File: config.mk
export PLATFORM = sky130hd
export DESIGN_NAME = counter_capture_fifo
export DESIGN_NICKNAME = d
export VERILOG_FILES = /design/src/rtl/counter_pkg.sv /design/src/rtl/sync_edge_detect.sv /design/src/rtl/counter_capture_fifo.sv
export SDC_FILE = /design/constraint.sdc
export NUM_CORES = 1
export LEC_CHECK = 0
export BUFFER_PORTS_ARGS = -buffer_cell sky130_fd_sc_hd__buf_2
export CORE_ASPECT_RATIO = 0.9
export CORE_UTILIZATION = 51
export DETAILED_ROUTE_END_ITERATION = 10
export GPL_ROUTABILITY_DRIVEN = 0
export GPL_TIMING_DRIVEN = 0
export PLACE_DENSITY = 0.83
export SLEW_MARGIN = 25
export SYNTH_ARGS = -nofsm -noshare
export SYNTH_HDL_FRONTEND = slang
export SYNTH_SLANG_ARGS = --single-unit
File: constraint.sdc
create_clock -name in_clock -period 2.6 [get_ports in_clock]
set_clock_uncertainty 0.15 [all_clocks]
set_input_delay 0.26 -clock in_clock [delete_from_list [all_inputs] [get_ports in_clock]]
set_output_delay 0.26 -clock in_clock [all_outputs]
set_load 0.03 [all_outputs]
File: src/rtl/counter_pkg.sv
// Shared constants for the counter subsystem: the counter width and the
// default geometry of the capture FIFO that timestamps events against it.
package counter_pkg;

    localparam int COUNT_WIDTH         = 8;
    localparam int CAPTURE_DEPTH       = 4;
    localparam int CAPTURE_SYNC_STAGES = 2;

endpackage : counter_pkg

File: src/rtl/sync_edge_detect.sv
// Synchronises an asynchronous strobe and emits a registered one-cycle pulse
// on each rising edge it resolves. Reused for all async inputs of the subsystem.
module sync_edge_detect
    import counter_pkg::*;
#(
    parameter int SYNC_STAGES = CAPTURE_SYNC_STAGES
) (
    input  logic clk,
    input  logic rst_n,
    input  logic async_in,
    output logic pulse
);

    logic [SYNC_STAGES-1:0] sync_q;
    logic                   prev_q;

    // Flops reset high so a strobe held high across reset release looks like
    // "already seen" and never produces a pulse until it drops and rises again.
    // NOTE: non-blocking assignments keep every flop sampling pre-edge values.
    always_ff @(posedge clk or negedge rst_n) begin
        if (!rst_n) begin
            sync_q <= '1;
            prev_q <= 1'b1;
            pulse  <= 1'b0;
        end else begin
            sync_q <= {sync_q[SYNC_STAGES-2:0], async_in};
            prev_q <= sync_q[SYNC_STAGES-1];
            pulse  <= sync_q[SYNC_STAGES-1] & ~prev_q;
        end
    end

endmodule : sync_edge_detect

File: src/rtl/counter_capture_fifo.sv
// Timestamps rising edges of an async event with the current counter value
// and queues the samples for readout over a valid/ready interface.
module counter_capture_fifo
    import counter_pkg::*;
#(
    parameter int WIDTH       = COUNT_WIDTH,
    parameter int DEPTH       = CAPTURE_DEPTH,
    parameter int SYNC_STAGES = CAPTURE_SYNC_STAGES
) (
    input  logic                     in_clock,
    input  logic                     in_reset,
    input  logic [WIDTH-1:0]         in_count,
    input  logic                     in_event,
    input  logic                     in_clear,
    input  logic                     in_ready,
    output logic                     out_valid,
    output logic [WIDTH-1:0]         out_data,
    output logic [$clog2(DEPTH):0]   out_level,
    output logic                     out_overflow
);

    localparam int AW = $clog2(DEPTH);
    localparam int PW = AW + 1;

    logic [WIDTH-1:0] mem [DEPTH];
    logic [PW-1:0]    wr_ptr, rd_ptr;
    logic [PW-1:0]    wr_next, rd_next;
    logic [WIDTH-1:0] head_next;
    logic             capture, full, push, pop, drop;

    sync_edge_detect #(
        .SYNC_STAGES (SYNC_STAGES)
    ) u_event_sync (
        .clk      (in_clock),
        .rst_n    (in_reset),
        .async_in (in_event),
        .pulse    (capture)
    );

    // Pointers carry one extra wrap bit so full and empty are distinguishable.
    assign full = (wr_ptr[AW] != rd_ptr[AW]) && (wr_ptr[AW-1:0] == rd_ptr[AW-1:0]);
    assign pop  = out_valid & in_ready;
    assign push = capture & (~full | pop);
    assign drop = capture & full & ~pop;

    // NOTE: every always_comb output gets a value on every path, so no latches.
    always_comb begin
        wr_next   = wr_ptr + PW'(push);
        rd_next   = rd_ptr + PW'(pop);
        head_next = mem[rd_next[AW-1:0]];
        // A push landing in the next head slot is not in mem yet: forward it.
        if (push && (wr_ptr[AW-1:0] == rd_next[AW-1:0])) begin
            head_next = in_count;
        end
    end

    // NOTE: storage has no reset; the pointers alone define which entries are live.
    always_ff @(posedge in_clock) begin
        if (push && !in_clear) begin
            mem[wr_ptr[AW-1:0]] <= in_count;
        end
    end

    always_ff @(posedge in_clock or negedge in_reset) begin
        if (!in_reset) begin
            wr_ptr       <= '0;
            rd_ptr       <= '0;
            out_valid    <= 1'b0;
            out_data     <= '0;
            out_level    <= '0;
            out_overflow <= 1'b0;
        end else if (in_clear) begin
            wr_ptr       <= '0;
            rd_ptr       <= '0;
            out_valid    <= 1'b0;
            out_level    <= '0;
            out_overflow <= 1'b0;
        end else begin
            wr_ptr    <= wr_next;
            rd_ptr    <= rd_next;
            out_level <= wr_next - rd_next;
            out_valid <= (wr_next != rd_next);
            if (wr_next != rd_next) begin
                out_data <= head_next;
            end
            if (drop) begin
                out_overflow <= 1'b1;
            end
        end
    end

endmodule : counter_capture_fifo

==> flow_summary.yaml <==
status:
  status: "finished clean"
place:
  placed_area_sq_um: 2497
  pre_cts_ws_ns: -0.1729
  port_buffers: 25
  hpwl_um: 2637
final_layout:
  fin_area_sq_um: 2740
  num_antenna_cells: 0
  syn2layout_area_growth_pct: 20.00
  fin_nets: 199
  drive_gt1_share_pct: 44.44
clock_tree:
  cts_tree: "built"
  cts.root.buffer_cell: "clkbuf_8"
  cts.clk_slew.worst_paths_ns: 0.10
  clock_latency_ns: 0.31
  clock-sinks: 55
  numCtsBuffers: 5
  h-tree-depth: 2
  clockBufferDepth: 2
route:
  dr.pass1.iters: 4
  antenna_left: 0
  via_per_inst: 5.225
  wl_um: 3925
  vias: 1254
  drc: 0
  avgRoutedWirePerCell_um: 16.35
  drt_iter0_drc: 33
yosys:
  yosys.area.top_type: "edfxtp_1"
  yosys_warnings: 0
  synthTopCellsByArea: "edfxtp_1 (42%), dfrtp_1 (22%), mux4_2 (7.9%), mux2i_1 (3.5%), dfstp_2 (3.5%)"
  ys_seq_area_share_pct: 67.45
  synthTopCellsByCount: "edfxtp_1 (32), dfrtp_1 (20), nor2_1 (17)"
  yosysUniqueCellTypes: 26
  syn_avg_cell_area_sq_um: 16.67
  synth-main-ff-cell: "edfxtp_1"
  synth.most_common_cell: "edfxtp_1"
  synthCells: 137
  ys_seq_elements: 55
  synth_compound_area_share_pct: 4.548
  async_flop_share_pct: 41.82
  syn_area_sq_um: 2283
  synth_edf_count: 32
  synth_xor_area_share_pct: 3.452
  synth_fa_ha_area_share_pct: 4.164
  synth_mux_area_share_pct: 11.40
  yosys.area_share.simple_pct: 6.740
  yosysTopAreaCellShare_pct: 42.08
  synth_top_family_by_area: "multiplexers"
  syn-num-nets: 157
sta:
  worst_slew_pin_slew_ns: 0.5279
  fin_ws_ns: 0.1039
  fin_crit_sh_pct: 96.00
  rsz0062_at_grt: "true"
  relSlewSlack_pct: 64.77
  min_period_ns: 2.496
  setup_viol: 0
  whs_ns: 0.03019
  drv_slew: 0
  hold_viol_final: 0
  fmax_mhz: 400.6
pwr:
  powerDensity_nw_per_um2: 781.8
  leakage_nw: 1.057
  vdd.ir_drop.worst_mv: 0.5528
  power_mw: 2.142
worst_setup_path:
  cp_max_fo: 10
  end_kind: "register"
  path_cells: "xor2_2 -> a41oi_2 -> ha_1 -> ha_1 -> ha_1 -> a31oi_4 -> buf_6 -> nor2_1 -> a21oi_2"
  rr_worst_depth: 9
  worstPathRequired_ns: 2.70
  crit_cells: 9
  cp_top_family: "adder cells"
  start_kind: "register"
  cp_num_buf_inv: 1
  cpMostUsedCell: "ha_1"
  slowest_delay_ns: 0.45
  slowest_stage: "dfrtp_1"
  critPathKind: "register to register"
  crit_arrival_ns: 2.60
global_route:
  grt_overflow: 0
  busiest_layer: "met2"
  met3_usage_pct: 4.601
  grt_use_met1_pct: 23.37
  first_global_vias: 1352
  grt_max_degree: 24
  met2_usage_pct: 31.78
  grtUsageTotal_pct: 18.94
  antenna_found_initial: 0
  grt_pass1_wl_um: 6444
floorplanning:
  rows: 22
  ios: 26
  die-area_sq_um: 4749
  start_util_pct: 54.58
  die_w_um: 72.53
  core_area_sq_um: 4184
  die_h_um: 65.48
flow_run:
  drv_cap: 0
hold_path:
  hold-path-cell-count: 1
  hold_class: "primary input to register"
## path summary, 6_finish.rpt
check / start / endpoint / slack, ns
worst max-delay path: wr_ptr[2] / out_data[6] / 0.10
worst min-delay path: in_count[3] / mem[2][3] / 0.03
worst max register to register: wr_ptr[2] / out_data[6] / 0.10
worst min register to register: u_event_sync.sync_q[0] / u_event_sync.sync_q[1] / 0.21
max in group asynchronous: in_reset / wr_ptr[0] / 1.61
min in group asynchronous: in_reset / u_event_sync.pulse / 0.31
## power breakdown
group          leakage (nW)  switching (mW)  internal [mW]
combinational         0.448           0.374          0.237
clock                0.0408           0.283          0.193
sequential            0.568          0.0427           1.01
## cells by family after synthesis
group,Yosys count
AOI/OAI and AO/OA,11
xor gates and xnor gates,9
adders and majority gates,7
buffers and inverters,10
DFF,55
muxes,16
and+or+nand+nor,29
## cell type report
| type | instances | area, sq um |
|---|---|---|
| flip-flops and latches | 55 | 1543 |
| fillers | 312 | 1444 |
| multi-input cells | 72 | 767.0 |
| repair buffers | 35 | 205.2 |
| well taps | 60 | 75.07 |
| clock buffers | 5 | 68.82 |
| plain buffers | 5 | 38.79 |
| clock inverters | 3 | 23.77 |
| inverters | 5 | 18.77 |
## worst reg2reg max path: cells and delay by family, from the launching register on
family | cells | cell delay (ns)
adder cells (fa/ha/maj) | 3 | 0.92
XOR/XNOR | 1 | 0.21
buffers and inverters | 1 | 0.20
AO/OA/AOI/OAI | 3 | 0.43
AND/OR/NAND/NOR | 1 | 0.07
flip-flops | 1 | 0.45
## layout by cell type (no fill, tap or decap), types with 2 or more instances in the layout
| master | instances |
|---|---|
| edfxtp_1 | 32 |
| buf_2 | 26 |
| dfrtp_1 | 18 |
| nor2_1 | 15 |
| mux4_2 | 8 |
| a21oi_2 | 8 |
| buf_4 | 8 |
| mux2i_1 | 7 |
| ha_1 | 6 |
| inv_1 | 5 |
| clkbuf_8 | 5 |
| nor2b_1 | 4 |
| xnor2_2 | 4 |
| nand2_1 | 3 |
| dfstp_2 | 3 |
| nor2_2 | 2 |
| xnor2_1 | 2 |
| buf_6 | 2 |
| xor2_1 | 2 |
| clkinvlp_4 | 2 |
| dlygate4sd3_1 | 2 |
| dfrtp_2 | 2 |
## metrics by stage
step	utilization [%]	instances	setup TNS [ns]
floorplan	-	137	0
global placement	59.57	222	-1.464
detailed placement	59.69	222	-1.101
CTS	63.19	234	0
global route	65.49	240	-0.04294
finish	65.49	240	0
## registers in the layout (all words and copies together) (netlist names)
register / flops
mem: 32
out_data: 8
out_level: 3
rd_ptr: 3
wr_ptr: 3
u_event_sync.sync_q: 2
out_overflow: 1
out_valid: 1
u_event_sync.prev_q: 1
u_event_sync.pulse: 1
## per-layer routing
layer / share of wire (%) / up-vias
met5: 0 / -
met4: 1.9 / 0
met3: 2.9 / 7
met2: 52 / 24
met1: 43 / 643
li1: - / 580
## timing repair
action,in CTS,in global routing
resized for setup,3,11
endpoints found under the hold margin,21,0
buffers inserted,2,6
pin swaps,1,1
hold buffers,2,0
endpoints found under the setup margin,9,34
No activity file was read; power rests on OpenSTA's default activity.
